[src/rtl/pal_pkg.sv]
// Shared types and constants for the palette write scheduler: FSM states,
// FIFO entry layout and the default 16-entry palette.
package pal_pkg;

  localparam int unsigned PAL_IDX_W   = 4;
  localparam int unsigned PAL_COL_W   = 6;
  localparam int unsigned PAL_ENTRIES = 16;

  typedef enum logic [1:0] {
    StIdle,
    StSetup,
    StWrite
  } pal_state_e;

  typedef struct packed {
    logic [PAL_IDX_W-1:0] idx;
    logic [PAL_COL_W-1:0] col;
  } pal_entry_t;

  // Entry 0 sits in the least significant bits.
  localparam logic [PAL_ENTRIES*PAL_COL_W-1:0] PAL_DEFAULTS = {
    6'h3F, 6'h3C, 6'h33, 6'h30, 6'h0F, 6'h0C, 6'h03, 6'h00,
    6'h2A, 6'h28, 6'h22, 6'h20, 6'h0A, 6'h08, 6'h02, 6'h00
  };

  function automatic logic [PAL_COL_W-1:0] pal_default(input logic [PAL_IDX_W-1:0] idx);
    return PAL_DEFAULTS[PAL_COL_W*int'(idx) +: PAL_COL_W];
  endfunction

endpackage

[src/rtl/pal_fifo.sv]
// Small synchronous FIFO holding pending CPU palette writes.
// A push while full is accepted only when a pop happens in the same cycle.
module pal_fifo #(
  parameter int unsigned DEPTH = 4,
  parameter int unsigned WIDTH = 10
) (
  input  logic             clk,
  input  logic             rst_n,
  input  logic             push_i,
  input  logic [WIDTH-1:0] wdata_i,
  input  logic             pop_i,
  output logic [WIDTH-1:0] rdata_o,
  output logic             full_o,
  output logic             empty_o
);

  localparam int unsigned AW = (DEPTH > 1) ? $clog2(DEPTH) : 1;
  localparam logic [AW:0] FullCnt = (AW+1)'(DEPTH);

  logic [WIDTH-1:0] mem_q [DEPTH];
  logic [AW-1:0]    wptr_q, rptr_q;
  logic [AW:0]      cnt_q;
  logic             do_push, do_pop;

  assign full_o  = (cnt_q == FullCnt);
  assign empty_o = (cnt_q == '0);
  assign do_pop  = pop_i & ~empty_o;
  assign do_push = push_i & (~full_o | do_pop);
  assign rdata_o = mem_q[rptr_q];

  always_ff @(posedge clk) begin
    if (do_push) begin
      mem_q[wptr_q] <= wdata_i;
    end
  end

  always_ff @(posedge clk or negedge rst_n) begin
    if (!rst_n) begin
      wptr_q <= '0;
      rptr_q <= '0;
      cnt_q  <= '0;
    end else begin
      if (do_push) begin
        wptr_q <= wptr_q + AW'(1);
      end
      if (do_pop) begin
        rptr_q <= rptr_q + AW'(1);
      end
      case ({do_push, do_pop})
        2'b10:   cnt_q <= cnt_q + (AW+1)'(1);
        2'b01:   cnt_q <= cnt_q - (AW+1)'(1);
        default: cnt_q <= cnt_q;
      endcase
    end
  end

endmodule

[src/rtl/pal_wr_sched.sv]
// Palette write scheduler: queues CPU writes and a default-restore sequence and
// issues them through the border index path only inside blanking windows.
module pal_wr_sched
  import pal_pkg::*;
#(
  parameter int unsigned DEPTH = 4
) (
  input  logic                 clk,
  input  logic                 rst_n,
  input  logic                 cpu_wr,
  input  logic [PAL_IDX_W-1:0] cpu_idx,
  input  logic [PAL_COL_W-1:0] cpu_color,
  input  logic                 init_req,
  input  logic                 hblank,
  input  logic                 vblank,
  input  logic                 hpix,
  input  logic                 vpix,
  input  logic [PAL_IDX_W-1:0] border_in,
  output logic [PAL_IDX_W-1:0] border_out,
  output logic                 wr_pal64,
  output logic [PAL_COL_W-1:0] newrealcolor,
  output logic                 cpu_full,
  output logic                 busy,
  output logic                 ovf
);

  pal_state_e           state_q, state_d;
  logic [PAL_IDX_W-1:0] tgt_idx_q, tgt_idx_d;
  logic [PAL_COL_W-1:0] tgt_col_q, tgt_col_d;
  logic                 tgt_init_q, tgt_init_d;
  logic                 init_pend_q, init_pend_d;
  logic [PAL_IDX_W-1:0] init_cnt_q, init_cnt_d;
  logic                 ovf_q, ovf_d;
  logic                 wr_q, wr_d;
  logic [PAL_COL_W-1:0] col_q, col_d;

  logic       win;
  logic       fifo_push, fifo_pop, fifo_full, fifo_empty;
  logic       fifo_avail, init_acc;
  pal_entry_t fifo_rdata, fifo_wdata, fifo_next;

  assign win      = (hblank | vblank) & ~(hpix & vpix);
  assign init_acc = init_req & ~init_pend_q;

  // A FIFO entry stays queued while its write waits in SETUP, so it keeps
  // counting towards full until the write actually starts.
  assign fifo_pop   = (state_q == StSetup) & win & ~tgt_init_q;
  assign fifo_push  = cpu_wr & (~fifo_full | fifo_pop);
  assign fifo_wdata = '{idx: cpu_idx, col: cpu_color};
  // Arbitration only occurs in IDLE/WRITE, where no pop is in flight, so a
  // push into an empty FIFO becomes its head.
  assign fifo_avail = ~fifo_empty | fifo_push;
  assign fifo_next  = fifo_empty ? fifo_wdata : fifo_rdata;

  pal_fifo #(
    .DEPTH (DEPTH),
    .WIDTH (PAL_IDX_W + PAL_COL_W)
  ) u_fifo (
    .clk     (clk),
    .rst_n   (rst_n),
    .push_i  (fifo_push),
    .wdata_i (fifo_wdata),
    .pop_i   (fifo_pop),
    .rdata_o (fifo_rdata),
    .full_o  (fifo_full),
    .empty_o (fifo_empty)
  );

  always_comb begin
    state_d     = state_q;
    tgt_idx_d   = tgt_idx_q;
    tgt_col_d   = tgt_col_q;
    tgt_init_d  = tgt_init_q;
    init_pend_d = init_pend_q | init_acc;
    init_cnt_d  = init_cnt_q;
    ovf_d       = ovf_q | (cpu_wr & ~fifo_push);

    unique case (state_q)
      StIdle: begin
        if (init_pend_d) begin
          state_d    = StSetup;
          tgt_idx_d  = init_cnt_q;
          tgt_col_d  = pal_default(init_cnt_q);
          tgt_init_d = 1'b1;
        end else if (fifo_avail) begin
          state_d    = StSetup;
          tgt_idx_d  = fifo_next.idx;
          tgt_col_d  = fifo_next.col;
          tgt_init_d = 1'b0;
        end
      end
      StSetup: begin
        if (win) begin
          state_d = StWrite;
        end
      end
      StWrite: begin
        if (tgt_init_q) begin
          init_cnt_d = init_cnt_q + 4'd1;
          if (init_cnt_q == 4'hF) begin
            init_pend_d = 1'b0;
          end
        end
        if (init_pend_d) begin
          state_d    = StSetup;
          tgt_idx_d  = init_cnt_d;
          tgt_col_d  = pal_default(init_cnt_d);
          tgt_init_d = 1'b1;
        end else if (fifo_avail) begin
          state_d    = StSetup;
          tgt_idx_d  = fifo_next.idx;
          tgt_col_d  = fifo_next.col;
          tgt_init_d = 1'b0;
        end else begin
          state_d = StIdle;
        end
      end
      default: state_d = StIdle;
    endcase

    // WRITE is only entered from SETUP, where the target is already stable.
    wr_d  = (state_d == StWrite);
    col_d = wr_d ? tgt_col_q : col_q;
  end

  always_ff @(posedge clk or negedge rst_n) begin
    if (!rst_n) begin
      state_q     <= StIdle;
      tgt_idx_q   <= '0;
      tgt_col_q   <= '0;
      tgt_init_q  <= 1'b0;
      init_pend_q <= 1'b0;
      init_cnt_q  <= '0;
      ovf_q       <= 1'b0;
      wr_q        <= 1'b0;
      col_q       <= '0;
    end else begin
      state_q     <= state_d;
      tgt_idx_q   <= tgt_idx_d;
      tgt_col_q   <= tgt_col_d;
      tgt_init_q  <= tgt_init_d;
      init_pend_q <= init_pend_d;
      init_cnt_q  <= init_cnt_d;
      ovf_q       <= ovf_d;
      wr_q        <= wr_d;
      col_q       <= col_d;
    end
  end

  assign border_out   = ((state_q == StSetup) || (state_q == StWrite)) ? tgt_idx_q : border_in;
  assign wr_pal64     = wr_q;
  assign newrealcolor = col_q;
  assign cpu_full     = fifo_full;
  assign busy         = (state_q != StIdle) | init_pend_q | ~fifo_empty;
  assign ovf          = ovf_q;

endmodule

[config.mk]
export PLATFORM = sky130hd
export DESIGN_NAME = pal_wr_sched
export DESIGN_NICKNAME = d
export VERILOG_FILES = /design/src/rtl/pal_pkg.sv /design/src/rtl/pal_fifo.sv /design/src/rtl/pal_wr_sched.sv
export SDC_FILE = /design/constraint.sdc
export NUM_CORES = 1
export LEC_CHECK = 0
export CAP_MARGIN = 25
export CORE_UTILIZATION = 29
export DETAILED_ROUTE_END_ITERATION = 8
export SETUP_SLACK_MARGIN = 0.5
export SLEW_MARGIN = 20
export SYNTH_ARGS = -nofsm -noshare
export SYNTH_HDL_FRONTEND = slang
export SYNTH_HIERARCHICAL = 1
export SYNTH_SLANG_ARGS = --single-unit
[constraint.sdc]
create_clock -name clk -period 6.5 [get_ports clk]
set_input_delay 1.3 -clock clk [delete_from_list [all_inputs] [get_ports clk]]
set_output_delay 1.3 -clock clk [all_outputs]
set_load 0.01 [all_outputs]
==> results.yml <==
run_status:
  status: "finished, final reports clean"
power_and_ir_drop:
  comb_power_share_pct: 38.9
  max-vdd-ir-drop_mv: 0.172
  p_sw_uw: 680
  p_per_area_nw_per_um2: 462
  p_leak_uw: 0.00170
  p_seq_share_pct: 37.9
  p_int_uw: 1360
  p_clk_share_pct: 23.3
  p_sw_share_pct: 33.3
global_route:
  grtUsageTotal_pct: 11.5
  grt_pass1_wl_um: 11100
  antenna_found_initial: 0
  grt_max_degree: 34
  overflow: 0
  grt_pass1_vias: 2086
floorplanning:
  rows: 40
  core_um2: 12100
  initial_utilization_pct: 29.9
  die_w_um: 114
  die_h_um: 114
  die-area_um2: 12900
  ios: 36
yosys:
  synth-edff-count: 40
  synth.distinct_cells: 62
  yosysSeqAreaShare_pct: 56.1
  ys_warn_count: 6
  synth_nets: 280
  synth_area_um2: 3610
  ys_seq_elements: 73
  async_flop_share_pct: 45.2
  syn-mean-instance-area_um2: 14.6
  synth_flop_cell: "edfxtp_1"
  synth_cells: 247
clocking:
  cts_buffers: 9
  cts_root_buffer: "clkbuf_16"
  cts_hold_buf: 0
  clkLatencyLatePin_ns: 0.33
  cts_max_path_buffers: 2
  cts_tree: "done"
  cts_post_setup_buffers_inserted: 0
  h-tree-depth: 3
  cts.clk_slew.worst_paths_ns: 0.06
  cts_repair_resize_count: 0
  cts.sinks: 73
sta:
  slew_headroom_pct: 51.4
  skew_ns: 0.00662
  finalHoldViolations: 0
  rsz0062_at_grt: "no"
  slew_violations: 0
  finalCriticalPeriod_ns: 3.82
  worstMarginPinSlew_ns: 0.728
  setup_viol: 0
  worst_hold_slack_ns: 0.478
  fin_crit_sh_pct: 58.8
  max_freq_ghz: 0.262
  timing.setup.tns_ns: 0
flow_run:
  maxCapViolations: 0
detailed_routing:
  viasPerCell: 4.64
  dr_total_vias: 2128
  wl_um: 7010
  drcViolationCount: 0
  dr.pass1.iters: 4
  dr.first_iter.drc_count: 97
  wl_per_cell_um: 15.3
  postRouteAntennaNets: 0
min_path:
  min-delay-path-class: "register to register"
setup_path:
  worstPathRequired_ns: 5.20
  crit_path_end_kind: "output pin"
  startpoint_type: "input pin"
  cp_max_fo: 1
  cp.arrival_ns: 2.52
  worstSetupPathType: "input pin to output pin"
layout:
  nFillCells: 1161
  multi_input_area_um2: 1470
  area_delta_synth_final_pct: 22.4
  diodes: 0
  fin_util_pct: 36.7
  drive_gt1_share_pct: 23.4
  nets: 319
  regArea_um2: 2030
placement:
  place.gp.congestion: 0.842
  io_buffer_count: 35
  post-dp-hpwl_um: 5000
==> placed cells by master (no fill, tap or decap), types with 2 or more instances in the layout <==
| master | instances |
|---|---|
| edfxtp_1 | 40 |
| clkbuf_1 | 2 |
| o21ai_1 | 3 |
| nand3b_1 | 2 |
| nor2_1 | 11 |
| inv_1 | 16 |
| a221o_1 | 5 |
| ha_1 | 10 |
| a31oi_1 | 2 |
| o21ai_0 | 6 |
| mux2_4 | 7 |
| clkinvlp_4 | 2 |
| mux4_2 | 10 |
| xnor2_1 | 6 |
| clkdlybuf4s50_1 | 35 |
| mux2_2 | 11 |
| a2bb2oi_1 | 2 |
| and2_2 | 4 |
| dfrtp_1 | 33 |
| a21oi_1 | 6 |
| mux2i_1 | 5 |
| xor2_1 | 4 |
| clkbuf_16 | 9 |
| o221a_2 | 2 |
| nand4b_1 | 2 |
| buf_4 | 2 |
| o2bb2ai_1 | 2 |
| o22a_1 | 2 |
| nand2_1 | 6 |
| nand3_1 | 7 |
| o22ai_1 | 2 |
==> cells in the mapped netlist (all sizes together) (2+ instances only) <==
cell type	n	share of area, %
a21o	2	0.45
a21oi	6	0.83
a221o	5	1.4
a2bb2oi	2	0.49
a31oi	2	0.35
and2	4	0.83
buf	7	1.5
clkbuf	2	0.21
dfrtp	33	23
edfxtp	40	33
ha	10	3.5
inv	16	1.7
mux2	18	6.3
mux2i	5	1.4
mux4	10	6.2
nand2	7	0.94
nand2b	2	0.42
nand3	7	0.97
nand3b	3	0.97
nand4b	2	0.49
nor2	13	2.0
o21ai	9	1.2
o221a	2	0.62
o22a	3	0.76
o22ai	2	0.35
o2bb2ai	2	0.49
o31ai	2	0.80
or2	2	0.42
xnor2	6	1.5
xor2	4	0.97
==> sequential cells by signal, summed over array words and instances (netlist names) <==
name,cells
init_cnt_q,4
u_fifo/cnt_q,3
wr_pal64,1
tgt_init_q,1
u_fifo/rptr_q,2
ovf,1
tgt_idx_q,4
init_pend_q,1
tgt_col_q,6
state_q,2
newrealcolor,6
u_fifo/mem_q,40
u_fifo/wptr_q,2
==> layout make-up <==
cell class                      count  share of cell area [%]
Sequential cell                    73                    45.8
Multi-Input combinational cell    149                    33.2
Timing Repair Buffer               37                    8.26
Clock buffer                       11                    5.26
Tap cell                          168                    4.75
Inverter                           16                    1.36
Clock inverter                      5                    1.30
==> final timing paths <==
check | startpoint | endpoint | slack (ns) | cells past startpoint
max | border_in[3] | border_out[3] | 2.68 | 3
min | ovf | ovf | 0.48 | 1
max reg2reg | state_q[1] | u_fifo/cnt_q[2] | 3.98 | 12
min reg2reg | ovf | ovf | 0.48 | 1
max in group asynchronous | rst_n | u_fifo/wptr_q[1] | 4.79 | 2
min in group asynchronous | rst_n | newrealcolor[3] | 1.39 | 2
==> power groups by stage <==
stage | combinational [uW] | clock [uW] | sequential [uW]
6_report | 794 | 475 | 774
5_1_grt | 863 | 510 | 798
4_1_cts | 802 | 490 | 777
3_5_place_dp | 796 | 0 | 786
3_3_place_gp | 785 | 0 | 779
2_1_floorplan | 621 | 0 | 723
==> routing by layer <==
metal  up-vias  global-route usage (%)  wire (um)
met5         -                       0          0
met4         0                    3.95         76
met3         8                    3.40        257
met2        46                    18.6       3490
met1      1052                    14.7       3190
li1       1022                       -          -
==> through the flow <==
stage / instance area [um^2] / instances / setup WS (ns) / power [uW]
floorplan: 3610 / 247 / 3.54 / 1340
global placement: 4130 / 443 / 2.67 / 1560
detailed placement: 4130 / 443 / 2.68 / 1580
CTS: 4420 / 459 / 2.67 / 2070
global route: 4420 / 459 / 2.64 / 2170
finish: 4420 / 459 / 2.68 / 2040
==> critical path: stages <==
cell             delay, ns
clkdlybuf4s50_1       0.44
mux2_2                0.30
clkdlybuf4s50_1       0.48
==> cell families after synthesis <==
group	count (synthesis)	synth area share (%)
AO/OA/AOI/OAI	49	11.7
XOR/XNOR	10	2.42
adder cells (fa/ha/maj)	11	4.02
buffers and inverters	25	3.33
flip-flops	73	56.1
multiplexers	33	14.0
AND/OR/NAND/NOR	46	8.45
(Power assumes the default switching activity.)
